===== src/rtl/lfsr_mod_pkg.sv =====
// Shared types for the LFSR-driven sample modulator.
package lfsr_mod_pkg;

  localparam int DATA_W_DEF = 16;

  typedef enum logic [1:0] {
    MOD_ASK  = 2'b00,
    MOD_BPSK = 2'b01,
    MOD_PASS = 2'b10,
    MOD_MUTE = 2'b11
  } mod_mode_e;

  // Control half of the stage-1 payload; the sample itself travels next to it
  // so the data width can stay a module parameter.
  typedef struct packed {
    logic      lfsr_b;
    mod_mode_e mode;
  } s1_payload_t;

endpackage


===== src/rtl/lfsr_modulator_pipe_stage.sv =====
// Generic valid/ready register slice with full back-pressure.
module pipe_stage #(
  parameter int W = 16
) (
  input  logic         clk,
  input  logic         rst,
  input  logic         i_valid,
  output logic         o_ready,
  input  logic [W-1:0] i_data,
  output logic         o_valid,
  input  logic         i_ready,
  output logic [W-1:0] o_data
);

  logic         r_valid;
  logic [W-1:0] r_data;

  // The slice takes new data when empty or when its content leaves this cycle.
  assign o_ready = !r_valid || i_ready;
  assign o_valid = r_valid;
  assign o_data  = r_data;

  // Load on advance; hold contents while the consumer stalls.
  always_ff @(posedge clk or posedge rst) begin
    if (rst) begin
      r_valid <= 1'b0;
      r_data  <= '0;
    end else if (o_ready) begin
      r_valid <= i_valid;
      if (i_valid) r_data <= i_data;
    end
  end

endmodule


===== src/rtl/lfsr_modulator.sv =====
// ASK / BPSK / passthrough / mute modulator driven by LFSR_out[0], with a
// two-slice valid/ready pipeline and an LFSR symbol-transition counter.
// Build option: define LFSR_MOD_SAT_EN to saturate BPSK negation of the
// most-negative sample to the most-positive value.
module lfsr_modulator
  import lfsr_mod_pkg::*;
#(
  parameter int DATA_W = DATA_W_DEF,
  parameter int CNT_W  = 16
) (
  input  logic                     clk,
  input  logic                     rst,
  input  logic                     lfsr_bit,
  input  logic [1:0]               mod_sel,
  input  logic                     s_valid,
  output logic                     s_ready,
  input  logic signed [DATA_W-1:0] s_data,
  output logic                     m_valid,
  input  logic                     m_ready,
  output logic signed [DATA_W-1:0] m_data,
  output logic [CNT_W-1:0]         sym_cnt
);

  localparam int P1_W = DATA_W + $bits(s1_payload_t);
  localparam logic signed [DATA_W-1:0] MOST_NEG = {1'b1, {(DATA_W-1){1'b0}}};
  localparam logic signed [DATA_W-1:0] MOST_POS = {1'b0, {(DATA_W-1){1'b1}}};

  function automatic logic signed [DATA_W-1:0] f_negate(input logic signed [DATA_W-1:0] d);
    logic signed [DATA_W-1:0] n;
    n = -d;
`ifdef LFSR_MOD_SAT_EN
    if (d == MOST_NEG) n = MOST_POS;
`endif
    return n;
  endfunction

  function automatic logic signed [DATA_W-1:0] f_modulate(input logic signed [DATA_W-1:0] d,
                                                          input s1_payload_t c);
    logic signed [DATA_W-1:0] r;
    r = '0;
    case (c.mode)
      MOD_ASK:  r = c.lfsr_b ? d : '0;
      MOD_BPSK: r = c.lfsr_b ? d : f_negate(d);
      MOD_PASS: r = d;
      MOD_MUTE: r = '0;
    endcase
    return r;
  endfunction

  logic                     w_s1_in_ready;
  logic                     w_s2_in_ready;
  logic                     w_s1_valid;
  logic [P1_W-1:0]          w_s1_in;
  logic [P1_W-1:0]          w_s1_out;
  s1_payload_t              w_ctrl_in;
  s1_payload_t              w_ctrl_out;
  logic signed [DATA_W-1:0] w_s1_data;
  logic signed [DATA_W-1:0] w_mod_data;
  logic                     w_accept;
  logic [CNT_W-1:0]         r_sym_cnt;
  logic                     r_last_bit;

  // Bit and mode are captured with the sample so later changes never touch it.
  assign w_ctrl_in = '{lfsr_b: lfsr_bit, mode: mod_mode_e'(mod_sel)};
  assign w_s1_in   = {s_data, w_ctrl_in};
  assign s_ready   = w_s1_in_ready && !rst;
  assign w_accept  = s_valid && s_ready;

  pipe_stage #(.W(P1_W)) u_stage1 (
    .clk     (clk),
    .rst     (rst),
    .i_valid (s_valid),
    .o_ready (w_s1_in_ready),
    .i_data  (w_s1_in),
    .o_valid (w_s1_valid),
    .i_ready (w_s2_in_ready),
    .o_data  (w_s1_out)
  );

  assign {w_s1_data, w_ctrl_out} = w_s1_out;
  assign w_mod_data = f_modulate(w_s1_data, w_ctrl_out);

  pipe_stage #(.W(DATA_W)) u_stage2 (
    .clk     (clk),
    .rst     (rst),
    .i_valid (w_s1_valid),
    .o_ready (w_s2_in_ready),
    .i_data  (w_mod_data),
    .o_valid (m_valid),
    .i_ready (m_ready),
    .o_data  (m_data)
  );

  assign sym_cnt = r_sym_cnt;

  // Count changes of the captured bit; last bit starts at 1 so an initial 0 counts.
  always_ff @(posedge clk or posedge rst) begin
    if (rst) begin
      r_sym_cnt  <= '0;
      r_last_bit <= 1'b1;
    end else if (w_accept) begin
      if (lfsr_bit != r_last_bit) r_sym_cnt <= r_sym_cnt + 1'b1;
      r_last_bit <= lfsr_bit;
    end
  end

endmodule

===== config.mk =====
export PLATFORM = sky130hd
export DESIGN_NAME = lfsr_modulator
export DESIGN_NICKNAME = d
export VERILOG_FILES = /design/src/rtl/lfsr_mod_pkg.sv /design/src/rtl/lfsr_modulator_pipe_stage.sv /design/src/rtl/lfsr_modulator.sv
export SDC_FILE = /design/constraint.sdc
export NUM_CORES = 1
export LEC_CHECK = 0
export CAP_MARGIN = 40
export CORE_ASPECT_RATIO = 1.25
export CORE_MARGIN = 2
export CORE_UTILIZATION = 55
export CTS_CLUSTER_DIAMETER = 200
export DETAILED_ROUTE_END_ITERATION = 10
export HOLD_SLACK_MARGIN = 0.08
export MAX_ROUTING_LAYER = met4
export PLACE_DENSITY = 0.95
export SLEW_MARGIN = 20
export SYNTH_ARGS = -nofsm -noshare
export SYNTH_HDL_FRONTEND = slang
export SYNTH_SLANG_ARGS = --single-unit

===== constraint.sdc =====
create_clock -name clk -period 8.37 [get_ports clk]
set_clock_uncertainty 0.05 [all_clocks]
set_input_delay 2.511 -clock clk [delete_from_list [all_inputs] [get_ports clk]]
set_output_delay 2.511 -clock clk [all_outputs]
set_load 0.05 [all_outputs]

* Word-level counts from Yosys, hierarchy flattened
Index checks and enable logic that the tools add are counted.
Cells by class: $add $sub $neg 2, equality and inequality tests 4, mux-type cells 3, reduce and logical (&&, ||, !) cells 11
Operators by type and width (number):
- $pmux W16 S4 | 1
- $mux W16 | 2
- $add A16 B1 Y16 const B | 1
- $neg A16 Y16 | 1
- $reduce_and A2 Y1 | 3
- $eq A2 B2 Y1 const B | 2
- $logic_not A1 Y1 | 3
- $eq A2 B1 Y1 const B | 1
- $logic_and A1 B1 Y1 | 2
- $logic_not A2 Y1 | 1
- $logic_or A1 B1 Y1 | 2
- $ne A1 B1 Y1 | 1
Storage, ports and cells: bits in registers 54, logic and storage cells 26

* Longest topological paths before layout
Gate-level depths: netlist of run 1.
word-level depth 6, depth in mapped cells 7, depth with buffers taken out 6

* Modules after synthesis
From an unflattened synthesis of run 1, not the netlist that was laid out.
Second synthesis, totals: cell total of the unflattened synthesis 257, area total of the unflattened synthesis 2904.0 um^2
Modules (own cells, without submodules):
- lfsr_modulator | instances 1, cells each 175, area an instance 1406.3 um^2
- pipe_stage at u_stage1 | instances 1, cells each 44, area an instance 798.3 um^2
- pipe_stage at u_stage2 | instances 1, cells each 38, area an instance 699.4 um^2

* Worst setup path before layout of run 1
OpenSTA, ideal clock, no wires.
kind input port to output port, from in rst, to out s_ready, data arrival time 4.236 ns, path slack 1.573 ns, cell stages on the path 2, cell sequence inv_1 -> and2_1
Between the ends: word-level cells in the longest chain between the ends 2
RTL lines:
- start: declaration | line lfsr_modulator.sv:12 | input logic rst,
- $logic_not A1 Y1 (no source line)
- $logic_and A1 B1 Y1 | line lfsr_modulator.sv:66 | assign s_ready = w_s1_in_ready && !rst;
- end: declaration | line lfsr_modulator.sv:16 | output logic s_ready,
No other way between the ends.

* Worst setup path in the final report of run 1
from in m_ready, to out s_ready
Between the ends: word-level cells in the longest chain between the ends 3
RTL lines:
- start: declaration | line lfsr_modulator.sv:19 | input logic m_ready,
- $logic_or A1 B1 Y1 (2 in a row) | line lfsr_modulator_pipe_stage.sv:19 | assign o_ready = !r_valid || i_ready;
- $logic_and A1 B1 Y1 | line lfsr_modulator.sv:66
No other way between the ends.

==> results of run 1 <==
registers in the layout, summed over array words and instances (netlist names):
name              cells
r_last_bit            1
sym_cnt              16
u_stage1.o_data      19
u_stage1.o_valid      1
u_stage2.o_data      16
u_stage2.o_valid      1
Yosys cell counts (6+ instances only):
| cell type | instances |
|---|---|
| nand2b_1 | 6 |
| xor2_1 | 13 |
| clkbuf_1 | 7 |
| a31oi_1 | 6 |
| nand2_1 | 16 |
| nor4_1 | 7 |
| inv_1 | 8 |
| nor3_1 | 12 |
| o21ai_0 | 12 |
| nor2_1 | 21 |
| dfrtp_1 | 53 |
| mux2_2 | 23 |
| nand3_1 | 7 |
| a21oi_1 | 6 |
final timing paths:
check                                 start                  end  slack (ns)  cells after the start
setup / recovery                    m_ready              s_ready        1.65                      4
hold / removal                  sym_cnt[15]          sym_cnt[15]        0.43                      1
setup reg to reg           u_stage1.o_valid          sym_cnt[11]        6.01                      4
hold reg to reg                 sym_cnt[15]          sym_cnt[15]        0.43                      1
max in group asynchronous               rst  u_stage1.o_data[16]        5.15                      3
min in group asynchronous               rst          sym_cnt[14]        2.68                      3
cell usage in the layout, fill, tap and decap left out, drive strengths merged, types with 2 or more instances in the layout:
master,netlist,layout
clkdlybuf4s50,0,56
dfrtp,53,53
mux2,23,23
nor2,21,21
nand2,16,16
xor2,13,13
o21ai,12,12
nor3,12,12
nor4,9,9
inv,8,8
nand3,7,7
nand2b,6,6
a21oi,6,6
a31oi,6,6
mux2i,5,5
clkbuf,8,5
nor2b,4,4
a21boi,4,4
and4,4,4
nor3b,3,3
o31ai,3,3
and2,3,3
a211oi,3,3
a2bb2oi,3,3
nand4,3,3
xnor2,3,3
or4,3,3
a22oi,2,2
and3,2,2
a32oi,2,2
ha,2,2
clkinvlp,0,2
buf,7,2
final cells by class:
type                            count  share of cell area
Clock inverter                      3              0.0128
Multi-Input combinational cell    194               0.388
Timing Repair Buffer               58               0.165
Sequential cell                    54               0.384
Clock buffer                        5              0.0195
Inverter                            8             0.00852
Tap cell                           62              0.0220
cells by family after synthesis:
kind of cell,share of synthesized area
xor+xnor,0.0495
fa+ha+maj,0.00884
flops,0.478
simple gates,0.195
compound gates,0.121
mux,0.109
buf+inv,0.0380
power breakdown:
group	internal [mW]	switching [mW]
Sequential	0.310	0.0647
Combinational	0.131	0.208
Clock	0.0890	0.0847
Total	0.530	0.357
per-stage QoR:
stage / utilization / setup WS (ns)
2_1_floorplan: - / 1.57
3_3_place_gp: 0.678 / 1.70
3_5_place_dp: 0.678 / 1.66
4_1_cts: 0.701 / 1.65
5_1_grt: 0.704 / 1.61
6_report: 0.704 / 1.65
critical path, cell delays in order:
cell             delay (ns)
clkdlybuf4s50_1        0.46
nand3b_1               0.20
and2_1                 0.17
clkdlybuf4s50_1        0.81
routing by layer:
| layer | up-vias | wire [µm] |
|---|---|---|
| met3 | 34 | 400 |
| met1 | 1157 | 2510 |
| li1 | 1087 | - |
| met4 | 0 | 287 |
| met5 | - | 0 |
| met2 | 135 | 3270 |
==> impl_metrics.py, run 1 <==
metrics = {
    "status": {
        "outcome": "complete, no violations",
    },
    "global_route": {
        "grt_max_degree": 56,
        "grtUsageMet3": 0.0469,
        "grt_antenna_before_repair": 0,
        "grt_pass1_vias": 2430,
        "grt-ovfl-total": 0,
        "top_usage_layer": "met2",
        "use_met2": 0.411,
        "track_usage": 0.259,
        "use_met1": 0.303,
        "grt_pass1_wl_um": 11100,
    },
    "clock_network": {
        "cts.sinks": 54,
        "cts_resized": 0,
        "clk_path_buf_depth": 2,
        "path_clk_slew_ns": 0.10,
        "post-cts-setup-buffers": 0,
        "cts_tree": "yes",
        "cts_root_buffer": "clkbuf_8",
        "cts_buffers": 5,
        "ctsHoldBuffers": 0,
        "clk_latency_ns": 0.31,
        "h-tree-depth": 2,
    },
    "sta": {
        "finalCriticalPeriod_ns": 6.72,
        "fin_crit_sh": 0.803,
        "fin_hold_ws_ns": 0.427,
        "hold_viol_final": 0,
        "fin_setup_tns_ns": 0,
        "finalSetupViolations": 0,
        "rsz0062_at_grt": "false",
        "fmax_mhz": 149,
        "drv_slew": 0,
        "slew-limit-headroom": 0.424,
        "tightest_slew_ns": 0.862,
    },
    "logic_synthesis": {
        "synth_top_area_share": 0.469,
        "yosysWarnings": 0,
        "async_flop_share": 1.00,
        "ys_top_cells_by_area": "dfrtp_1 (47%), mux2_2 (9.2%), xor2_1 (4.0%), nor2_1 (2.8%), nor3_1 (2.1%)",
        "syn_area_per_cell_um2": 10.4,
        "synth.net_count": 296,
        "synth-edff-count": 0,
        "synthFlopType": "dfrtp_1",
        "syn-cell-area_um2": 2830,
        "synth_top_area_cell": "dfrtp_1",
        "synth_seq_area_share": 0.478,
        "ys_types": 53,
        "yosys_register_bits": 54,
        "postSynthCellCount": 271,
    },
    "detailed_routing": {
        "routed_wl_um": 6470,
        "drt_iter0_markers": 208,
        "vias": 2413,
        "viasPerCell": 6.28,
        "routedWlPerCell_um": 16.9,
        "first_pass_iters": 5,
        "ant_nets": 0,
        "route.detailed.drc": 0,
    },
    "setup_path": {
        "worstPathArrival_ns": 4.16,
        "required_ns": 5.81,
        "start_kind": "primary input",
        "end_kind": "output pin",
        "critPathKind": "in -> out",
        "cp_max_fo": 4,
    },
    "min_path": {
        "hold_path.class": "reg -> reg",
    },
    "finish": {
        "nets": 346,
        "fin_area_um2": 3530,
        "antenna_cells": 0,
        "seq_area_um2": 1350,
        "drive_above_1_share": 0.130,
        "nFillCells": 361,
        "stdcell_count": 384,
        "multi_input_area_um2": 1370,
        "area_growth_pct": 24.6,
    },
    "floorplanning": {
        "core_um2": 5010,
        "die_area_um2": 5740,
        "die_width_um": 68.1,
        "num_io_pins": 57,
        "rows": 29,
        "initial_utilization": 0.565,
        "die_h_um": 84.2,
    },
    "place": {
        "detailed_place.area_um2": 3400,
        "io_buffers": 56,
        "dp_hpwl_um": 4660,
        "place_congestion": 0.926,
        "place_inst": 375,
    },
    "pwr": {
        "p_leak_nw": 1.48,
        "ir_drop_mv": 0.223,
        "finalPower_mw": 0.887,
        "powerDensity_nw_per_um2": 252,
    },
    "run": {
        "cap_violations": 0,
    },
}
(Power assumes the default switching activity.)
==> inputs of run 2 (changes only) <==
CORE_UTILIZATION = 51   (was 55)
PLACE_DENSITY = 0.9   (was 0.95)
clock period = 6.6 ns   (was 8.37 ns; I/O delays follow)
==> impl_metrics.py, run 2 (synthesis gave the netlist of run 1 again) <==
metrics = {
    "clock_network": {
        "cts.sinks": 54,
        "ctsHoldBuffers": 0,
        "cts_tree": "yes",
        "post-cts-setup-buffers": 0,
        "clk_path_buf_depth": 2,
        "path_clk_slew_ns": 0.09,
        "cts_resized": 0,
        "h-tree-depth": 2,
        "clk_latency_ns": 0.31,
        "cts_buffers": 5,
        "cts_root_buffer": "clkbuf_8",
    },
    "pwr": {
        "p_leak_nw": 1.47,
        "ir_drop_mv": 0.248,
        "finalPower_mw": 1.09,
        "powerDensity_nw_per_um2": 310,
    },
    "detailed_routing": {
        "viasPerCell": 5.85,
        "ant_nets": 0,
        "vias": 2259,
        "routed_wl_um": 6370,
        "routedWlPerCell_um": 16.5,
        "first_pass_iters": 4,
        "drt_iter0_markers": 230,
        "route.detailed.drc": 0,
    },
    "floorplanning": {
        "die_area_um2": 6160,
        "initial_utilization": 0.523,
        "num_io_pins": 57,
        "die_h_um": 87.3,
        "die_width_um": 70.6,
        "rows": 30,
        "core_um2": 5410,
    },
    "sta": {
        "slew-limit-headroom": 0.462,
        "hold_viol_final": 0,
        "fmax_mhz": 177,
        "drv_slew": 0,
        "tightest_slew_ns": 0.805,
        "fin_crit_sh": 0.856,
        "finalCriticalPeriod_ns": 5.65,
        "fin_setup_tns_ns": 0,
        "finalSetupViolations": 0,
        "rsz0062_at_grt": "false",
    },
    "status": {
        "outcome": "complete, no violations",
    },
    "setup_path": {
        "cp_max_fo": 4,
        "end_kind": "output pin",
        "required_ns": 4.57,
        "critPathKind": "in -> out",
        "start_kind": "primary input",
        "worstPathArrival_ns": 3.62,
    },
    "place": {
        "io_buffers": 56,
        "place_congestion": 0.990,
        "dp_hpwl_um": 4530,
    },
    "finish": {
        "mostFrequentLayoutCells": "clkdlybuf4s50_1 (56), dfrtp_1 (53), mux2_2 (23)",
        "nets": 346,
        "area_growth_pct": 23.9,
        "seq_area_um2": 1350,
        "drive_above_1_share": 0.130,
        "multi_input_area_um2": 1370,
        "antenna_cells": 0,
        "final_common_cell": "clkdlybuf4s50_1",
        "nFillCells": 448,
        "largest_register_ffs": 19,
    },
    "min_path": {
        "hold_path.class": "reg -> reg",
    },
    "global_route": {
        "track_usage": 0.216,
        "grt-ovfl-total": 0,
        "grt_antenna_before_repair": 0,
        "grt_pass1_vias": 2183,
        "grt_pass1_wl_um": 10300,
        "grt_max_degree": 56,
    },
    "run": {
        "cap_violations": 0,
    },
}
[run 2: cell count changes in the layout (fill, tap and decap cells not counted), sizes merged]
cell	before	now
bufinv	1	0
clkinv	0	2
clkinvlp	2	1
[run 2: power breakdown]
group / total (mW) / switching, mW / internal [mW]
registers: 0.474 / 0.0805 / 0.393
logic: 0.429 / 0.263 / 0.166
clock network: 0.184 / 0.110 / 0.0748
total: 1.09 / 0.453 / 0.634
[run 2: area by class of cell]
type                    instances  share of cell area
multi-input cells             194               0.391
flip-flops and latches         54               0.386
repair buffers                 58               0.166
well taps                      64              0.0228
clock buffers                   5              0.0196
inverters                       8             0.00857
clock inverters                 3             0.00607
[run 2: final timing paths]
path                       slack [ns]                 end  depth (start not counted)          startpoint
max                              0.95             s_ready                          4             m_ready
min                              0.43         sym_cnt[15]                          1         sym_cnt[15]
max reg2reg                      4.36  u_stage2.o_data[4]                          6  u_stage1.o_data[4]
min reg2reg                      0.43         sym_cnt[15]                          1         sym_cnt[15]
max in group asynchronous        3.89  u_stage1.o_data[3]                          3                 rst
min in group asynchronous        2.17    u_stage2.o_valid                          3                 rst
[run 2: routing by layer]
layer / global-route usage / wire length (µm) / vias up
li1: - / - / 1082
met1: 0.266 / 2670 / 1089
met2: 0.357 / 3240 / 69
met3: 0.0394 / 292 / 19
met4: 0.0823 / 159 / 0
met5: - / 0 / -
[run 2: stage by stage]
step	setup WS [ns]	hold slack (ns)	instance area (µm²)	instances	utilization
4_1_cts	0.972	0.437	3490	385	0.646
3_3_place_gp	1.04	0.413	3400	377	0.629
5_1_grt	0.875	0.453	3500	386	0.648
3_5_place_dp	0.991	0.413	3400	377	0.629
6_report	0.953	0.432	3500	386	0.648
2_1_floorplan	0.865	0.476	2830	271	-
[run 2: worst max-delay path, cell delays in order]
cell             delay, ns
clkdlybuf4s50_1       0.49
nand3b_1              0.18
and2_1                0.17
clkdlybuf4s50_1       0.81
